### config.mk
export PLATFORM = sky130hd
export DESIGN_NAME = uart_rx_fifo
export DESIGN_NICKNAME = d
export VERILOG_FILES = /design/src/rtl/uart_rx_fifo.sv
export SDC_FILE = /design/constraint.sdc
export NUM_CORES = 1
export LEC_CHECK = 0
export CORE_ASPECT_RATIO = 0.6
export CORE_MARGIN = 2
export CORE_UTILIZATION = 47
export CTS_CLUSTER_SIZE = 25
export DETAILED_ROUTE_END_ITERATION = 12
export GPL_ROUTABILITY_DRIVEN = 0
export PLACE_DENSITY = 0.64
export SLEW_MARGIN = 30
export SYNTH_ARGS = -nofsm -noshare
export SYNTH_HDL_FRONTEND = slang
export SYNTH_SLANG_ARGS = --single-unit
### constraint.sdc
create_clock -name clk -period 6.7 [get_ports clk]
set_input_delay 2.01 -clock clk [delete_from_list [all_inputs] [get_ports clk]]
set_output_delay 2.01 -clock clk [all_outputs]
set_load 0.02 [all_outputs]
### src/rtl/uart_rx_fifo.sv
// uart_rx_fifo
//   UART receiver with a runtime baud divider, optional even/odd parity and one
//   or two stop bits, feeding a small first-word-fall-through receive FIFO.
//   Each FIFO entry carries the data byte plus a bad-parity flag. Framing and
//   overrun errors are sticky until err_clear. RTS (active low) is driven from
//   FIFO occupancy.
//
// Handshake: rx_valid means the head entry (rx_data, rx_parity_err) is valid;
//   the entry is consumed on a clock edge where rx_read && rx_valid. rx_read
//   with rx_valid low is ignored.
//
// Ports
//   clk, resetn        clock, synchronous active-low reset
//   uart_rxd           asynchronous serial input, idle high
//   uart_rts           RTS, 0 = ready to receive, 1 = FIFO nearly full
//   cfg_divider        clocks per bit minus 1 (>= 3), latched at frame start
//   cfg_parity_en/odd  parity enable and odd/even select, latched at frame start
//   cfg_two_stop       check two stop bits, latched at frame start
//   rx_read            pop the head entry
//   rx_valid/rx_data/rx_parity_err/rx_level   FIFO head and occupancy
//   err_frame/err_overrun/err_clear           sticky error flags and clear
//   dbg_state          receiver FSM state
module uart_rx_fifo #(
    parameter int PAYLOAD_BITS = 8,
    parameter int DIV_WIDTH    = 13,
    parameter int DIV_RESET    = 6666,
    parameter int FIFO_DEPTH   = 4
) (
    input  logic                          clk,
    input  logic                          resetn,
    input  logic                          uart_rxd,
    output logic                          uart_rts,
    input  logic [DIV_WIDTH-1:0]          cfg_divider,
    input  logic                          cfg_parity_en,
    input  logic                          cfg_parity_odd,
    input  logic                          cfg_two_stop,
    input  logic                          rx_read,
    output logic                          rx_valid,
    output logic [PAYLOAD_BITS-1:0]       rx_data,
    output logic                          rx_parity_err,
    output logic [$clog2(FIFO_DEPTH):0]   rx_level,
    output logic                          err_frame,
    output logic                          err_overrun,
    input  logic                          err_clear,
    output logic [2:0]                    dbg_state
);

    localparam int PTR_W = $clog2(FIFO_DEPTH);
    localparam int LVL_W = PTR_W + 1;
    localparam int IDX_W = $clog2(PAYLOAD_BITS);
    localparam logic [IDX_W-1:0] LAST_IDX = IDX_W'(PAYLOAD_BITS - 1);
    localparam logic [LVL_W-1:0] LVL_FULL = LVL_W'(FIFO_DEPTH);
    localparam logic [LVL_W-1:0] LVL_RTS  = LVL_W'(FIFO_DEPTH - 1);

    // The software default divider must fit the divider port.
    if (DIV_RESET >= (1 << DIV_WIDTH)) begin : g_div_reset_too_wide
    end

    typedef enum logic [2:0] {
        S_IDLE   = 3'd0,
        S_START  = 3'd1,
        S_DATA   = 3'd2,
        S_PARITY = 3'd3,
        S_STOP1  = 3'd4,
        S_STOP2  = 3'd5,
        S_BREAK  = 3'd6
    } state_t;

    state_t                  r_state, w_next;
    logic                    r_rxd_meta, r_rxd_sync;
    logic                    w_rxd;
    logic [DIV_WIDTH-1:0]    r_div, r_cnt;
    logic                    r_par_en, r_par_odd, r_two_stop;
    logic [IDX_W-1:0]        r_bit_idx;
    logic [PAYLOAD_BITS-1:0] r_shift;
    logic                    r_par;
    logic                    w_mid, w_end;
    logic                    w_push, w_frame_err, w_parity_err;

    // Two-flop synchroniser; resets to the idle (high) line level.
    always_ff @(posedge clk) begin
        if (!resetn) begin
            r_rxd_meta <= 1'b1;
            r_rxd_sync <= 1'b1;
        end else begin
            r_rxd_meta <= uart_rxd;
            r_rxd_sync <= r_rxd_meta;
        end
    end
    assign w_rxd = r_rxd_sync;

    assign w_mid = (r_cnt == (r_div >> 1));
    assign w_end = (r_cnt == r_div);

    always_ff @(posedge clk) begin
        if (!resetn) r_state <= S_IDLE;
        else         r_state <= w_next;
    end

    always_comb begin
        w_next      = r_state;
        w_push      = 1'b0;
        w_frame_err = 1'b0;
        case (r_state)
            S_IDLE:   if (!w_rxd) w_next = S_START;
            S_START: begin
                if (w_mid && w_rxd) w_next = S_IDLE;   // glitch, not a real start bit
                else if (w_end)     w_next = S_DATA;
            end
            S_DATA: begin
                if (w_end && (r_bit_idx == LAST_IDX))
                    w_next = r_par_en ? S_PARITY : S_STOP1;
            end
            S_PARITY: if (w_end) w_next = S_STOP1;
            S_STOP1: begin
                if (w_mid) begin
                    if (!w_rxd) begin
                        w_frame_err = 1'b1;
                        w_next      = S_BREAK;
                    end else if (!r_two_stop) begin
                        // Return to IDLE at mid-stop so the next start edge is caught early.
                        w_push = 1'b1;
                        w_next = S_IDLE;
                    end
                end else if (w_end) begin
                    w_next = S_STOP2;
                end
            end
            S_STOP2: begin
                if (w_mid) begin
                    if (w_rxd) begin
                        w_push = 1'b1;
                        w_next = S_IDLE;
                    end else begin
                        w_frame_err = 1'b1;
                        w_next      = S_BREAK;
                    end
                end
            end
            S_BREAK:  if (w_rxd) w_next = S_IDLE;
            default:  w_next = S_IDLE;
        endcase
    end

    // Bit timer, frame configuration and shift register.
    always_ff @(posedge clk) begin
        if (!resetn) begin
            r_cnt      <= '0;
            r_div      <= '0;
            r_par_en   <= 1'b0;
            r_par_odd  <= 1'b0;
            r_two_stop <= 1'b0;
            r_bit_idx  <= '0;
            r_shift    <= '0;
            r_par      <= 1'b0;
        end else begin
            if (r_state == S_IDLE && !w_rxd) begin
                r_div      <= cfg_divider;
                r_par_en   <= cfg_parity_en;
                r_par_odd  <= cfg_parity_odd;
                r_two_stop <= cfg_two_stop;
            end
            if (r_state == S_IDLE || r_state == S_BREAK || w_end) r_cnt <= '0;
            else                                                   r_cnt <= r_cnt + 1'b1;
            case (r_state)
                S_START: begin
                    r_bit_idx <= '0;
                    r_par     <= 1'b0;
                end
                S_DATA: begin
                    if (w_mid) begin
                        r_shift <= {w_rxd, r_shift[PAYLOAD_BITS-1:1]};  // LSB first
                        r_par   <= r_par ^ w_rxd;
                    end
                    if (w_end) r_bit_idx <= r_bit_idx + 1'b1;
                end
                S_PARITY: if (w_mid) r_par <= r_par ^ w_rxd;
                default: ;
            endcase
        end
    end

    // r_par holds XOR of data and parity bit; even wants 0, odd wants 1.
    assign w_parity_err = r_par_en & (r_par ^ r_par_odd);

    // Receive FIFO: entry = {parity_err, data}.
    logic [PAYLOAD_BITS:0] r_mem [FIFO_DEPTH];
    logic [PTR_W-1:0]      r_wr_ptr, r_rd_ptr;
    logic [LVL_W-1:0]      r_level;
    logic                  r_rts, r_err_frame, r_err_overrun;
    logic                  w_pop, w_full, w_wr, w_overrun;
    logic [PAYLOAD_BITS:0] w_head;

    assign w_pop     = rx_read && (r_level != '0);
    assign w_full    = (r_level == LVL_FULL);
    // A pop in the same cycle frees the slot, so a push into a full FIFO still lands.
    assign w_wr      = w_push && (!w_full || w_pop);
    assign w_overrun = w_push && w_full && !w_pop;

    always_ff @(posedge clk) begin
        if (w_wr) r_mem[r_wr_ptr] <= {w_parity_err, r_shift};
    end

    always_ff @(posedge clk) begin
        if (!resetn) begin
            r_wr_ptr      <= '0;
            r_rd_ptr      <= '0;
            r_level       <= '0;
            r_rts         <= 1'b1;
            r_err_frame   <= 1'b0;
            r_err_overrun <= 1'b0;
        end else begin
            if (w_wr)  r_wr_ptr <= r_wr_ptr + 1'b1;
            if (w_pop) r_rd_ptr <= r_rd_ptr + 1'b1;
            case ({w_wr, w_pop})
                2'b10:   r_level <= r_level + 1'b1;
                2'b01:   r_level <= r_level - 1'b1;
                default: r_level <= r_level;
            endcase
            r_rts <= (r_level >= LVL_RTS);
            // Set events take priority over err_clear.
            if (w_frame_err)    r_err_frame <= 1'b1;
            else if (err_clear) r_err_frame <= 1'b0;
            if (w_overrun)      r_err_overrun <= 1'b1;
            else if (err_clear) r_err_overrun <= 1'b0;
        end
    end

    assign w_head        = r_mem[r_rd_ptr];
    assign rx_valid      = (r_level != '0);
    assign rx_data       = rx_valid ? w_head[PAYLOAD_BITS-1:0] : '0;
    assign rx_parity_err = rx_valid ? w_head[PAYLOAD_BITS] : 1'b0;
    assign rx_level      = r_level;
    assign uart_rts      = r_rts;
    assign err_frame     = r_err_frame;
    assign err_overrun   = r_err_overrun;
    assign dbg_state     = r_state;

endmodule

==> results.tsv <==
stage	metric	value	unit
sta	clk_skew	4.526	ps
synthesis	synthesized instance count	398	
sta	period utilisation layout	64.84	%
setup_path	Worst Setup Start Kind	register	
sta	Slew HR	50.26	%
power_and_ir_drop	Net Sw Power	551.6	µW
die	Die Area	9861	µm²
synthesis	syn_area_per_cell	10.70	µm²
setup_path	CP max-delay cell	dfxtp_1	
route	Pre-Repair DR Iteration Count	4	
die	Initial Utilization	49.20	%
clock_network	clock root buffer master	clkbuf_16	
power_and_ir_drop	Final Power	1748	µW
clock_network	PostCTS Resize Cnt	0	
sta	post-route setup slack	2356	ps
synthesis	synth unique cells	46	
die	Die W	126.9	µm
hold_path	Hold Path Class	reg2reg	
power_and_ir_drop	Pwr Density	346.8	nW/µm²
clock_network	clk_lat worst skew	330	ps
route	DR DRC count	0	
power_and_ir_drop	Int Power	1196	µW
setup_path	CP Max Fanout	9	
placed_design	pre-CTS setup slack	2655	ps
clock_network	post-CTS setup buffer count	0	
clock_network	H-Tree Depth	3	
sta	setup repair after global routing missed its margin	no	
clock_network	CTS Hold Buffers Added	0	
global_routing	largest net degree at the start of global routing	38	
power_and_ir_drop	Flop pwr share	40.3	%
power_and_ir_drop	clock share of power	30.9	%
route	DRT iter0 DRCs	240	
power_and_ir_drop	Leakage Power	0.001880	µW
global_routing	number of global-route vias before repair	2737	
clock_network	CTS tree	yes	
global_routing	Total GRT Usage	19.25	%
cells_and_area	diode count	0	
route	Vias/cell	5.299	
route	drt total wl	8.925	mm
synthesis	synthesized cell area	4258	µm²
global_routing	GR Overflow Total	0	
power_and_ir_drop	VDD IR-drop max	156.6	µV
synthesis	syn_nets	427	
cells_and_area	Area Growth Syn to Fin	18.34	%
sta	Slew @ Worst Pin	744.0	ps
setup_path	arrival time at the worst endpoint	2330	ps
setup_path	kind of critical path	reg2out	
outcome	status	finished, final reports clean	
synthesis	Seq/Total Area, Yosys	52.66	%
clock_network	Clock transition at path regs	60	ps
sta	total negative setup slack	0	ps
sta	Worst Hold Margin	422.8	ps
clock_network	Bufs on Longest Clock Path	2	
setup_path	Max stage delay on crit path	710	ps
cells_and_area	area of the multi-input gates	1883	µm²
synthesis	Yosys reg bits	94	
global_routing	initial antenna violation count	0	
setup_path	CP Data Required Time	4690	ps
placed_design	port buffer count	39	
clock_network	# clock sinks	94	
cells_and_area	share of layout cells above drive strength 1	8.486	%
placed_design	DP HPWL	6.412	mm
route	vias	2904	
power_and_ir_drop	combinational share of power	28.8	%
synthesis	Synth async-reset ratio	0	%
die	Die H	77.73	µm
cells_and_area	number of fillers in the final layout	725	
die	core box area	8653	µm²
cells_and_area	Nets	460	
global_routing	first-pass GRT wire length	14.50	mm
synthesis	most common flop cell mapped by yosys	dfxtp_1	
setup_path	Worst setup EP type	output pin	
route	post-route ant nets	0	
synthesis	Yosys Warn Count	0	
setup_path	RR Startpoint	r_cnt[4]	
sta	Fin. Hold Viols	0	
sta	fin crit period	4344	ps
cells_and_area	FF+latch area	2242	µm²
flow_run	max-cap check violation count	0	
setup_path	CP Cell Sequence	mux4_2, and2_1, clkdlybuf4s50_1	
power_and_ir_drop	Sw Share	31.56	%
clock_network	CTS buffer count	9	
hold_path	beginning of the worst hold path	r_rxd_meta	
sta	endpoints failing setup	0	
die	Ports	40	
synthesis	EDFF count, synth	36	
sta	FMAX	0.2302	GHz
die	number of placement rows	26	
sta	Slew Viols, Final	0	
route	DR WL/cell	16.29	µm
## synth_stat cells (2+ instances only)
master     n  area share, %
a211oi_1   3           0.53
a21oi_1   25            2.9
a22oi_1    2           0.35
a31oi_1    2           0.29
and2_1    13            1.9
and3_1     2           0.29
and4_1     3           0.62
buf_2      3           0.35
buf_6      2           0.53
clkbuf_1  14            1.2
dfxtp_1   58             27
edfxtp_1  36             25
ha_1       7            2.1
inv_1     11           0.97
inv_2      2           0.18
mux2i_1   14            3.3
mux4_2     9            4.8
nand2_1   49            4.3
nand2b_1   8            1.2
nand3_1   11            1.3
nand4_1    5           0.73
nor2_1    39            3.4
nor2b_1    2           0.29
nor4_1     4           0.59
nor4_2     3           0.88
o211ai_1   2           0.35
o21ai_0    8           0.94
o311a_1    2           0.47
o31ai_1    2           0.35
or4b_1     2           0.47
xnor2_1   13            2.7
xor2_1    28            5.8
## path summary, 6_finish.rpt
path / end / slack [ps] / cells after the start
worst max-delay path: rx_data[6] / 2360 / 3
worst min register to register: r_rxd_sync / 420 / 1
worst max register to register: r_mem[0][5] / 3880 / 5
worst min-delay path: r_rxd_sync / 420 / 1
## layer usage
metal	track usage (%)	up-vias	wire length, µm
li1	-	1455	-
met1	31.40	1352	4727
met2	25.00	95	3541
met3	4.759	2	629
met4	4.615	0	27
met5	0	-	0
## layout by cell type (no fill, tap or decap), types with 2 or more instances in the layout
cell,Yosys,layout
and4_1,3,3
or4b_1,2,2
a22oi_1,2,2
and3_1,2,2
o21ai_0,8,8
o211ai_1,2,2
xnor2_1,13,13
nor4_2,3,4
inv_2,2,2
nor2b_1,2,2
nand3_1,11,11
clkdlybuf4s50_1,0,39
a31oi_1,2,2
mux4_2,9,9
and2_1,13,13
o31ai_1,2,2
a21oi_1,25,25
clkinvlp_4,0,2
nand2_1,49,49
xor2_1,28,28
inv_1,11,11
o311a_1,2,2
bufinv_16,0,2
nand2b_1,8,8
nor2_1,39,39
mux2i_1,14,14
clkbuf_16,0,9
a211oi_1,3,3
nor4_1,4,3
edfxtp_1,36,36
ha_1,7,7
inv_6,0,2
dfxtp_1,58,58
nand4_1,5,5
## kinds of logic after synthesis
kind of cell	Yosys count	synth area share, %
fa+ha+maj	8	2.527
xor+xnor	41	8.434
buf+inv	32	3.262
simple gates	147	17.34
flops	94	52.66
mux	23	8.052
compound gates	53	7.728
## worst max-delay path: cells and delay by family, from the launching register on
| family | cells | cell delay (ps) |
|---|---|---|
| flops | 1 | 710 |
| buf+inv | 1 | 540 |
| simple gates | 1 | 170 |
| mux | 1 | 580 |
## cell type report
| cell class | instances | share of cell area [%] |
|---|---|---|
| multi-input cells | 272 | 37.37 |
| clock inverters | 6 | 1.838 |
| repair buffers | 41 | 7.996 |
| well taps | 112 | 2.781 |
| flip-flops and latches | 94 | 44.50 |
| inverters | 13 | 0.9685 |
| clock buffers | 10 | 4.544 |
## power by group through the flow
stage | sequential (µW) | combinational [µW] | clock [µW]
after floorplan | 688 | 367 | 0
after global placement | 715 | 494 | 0
after detailed placement | 717 | 503 | 0
after CTS | 705 | 506 | 551
after global routing | 715 | 553 | 581
final | 704 | 503 | 540
## flip-flops by register name, summed over array words and instances, names as in the netlist, 2 cells and up, named ones only
name / cells
r_rd_ptr: 2
r_cnt: 13
rx_level: 3
r_div: 13
r_wr_ptr: 2
r_mem: 36
r_bit_idx: 3
r_shift: 8
dbg_state: 3
## metrics by stage
stage,utilization (%),area (µm²),std cells
floorplan,-,4258,398
global placement,54.45,4712,531
detailed placement,54.51,4717,532
CTS,58.23,5039,548
global route,58.23,5039,548
finish,58.23,5039,548
No activity file was read; power rests on OpenSTA's default activity.
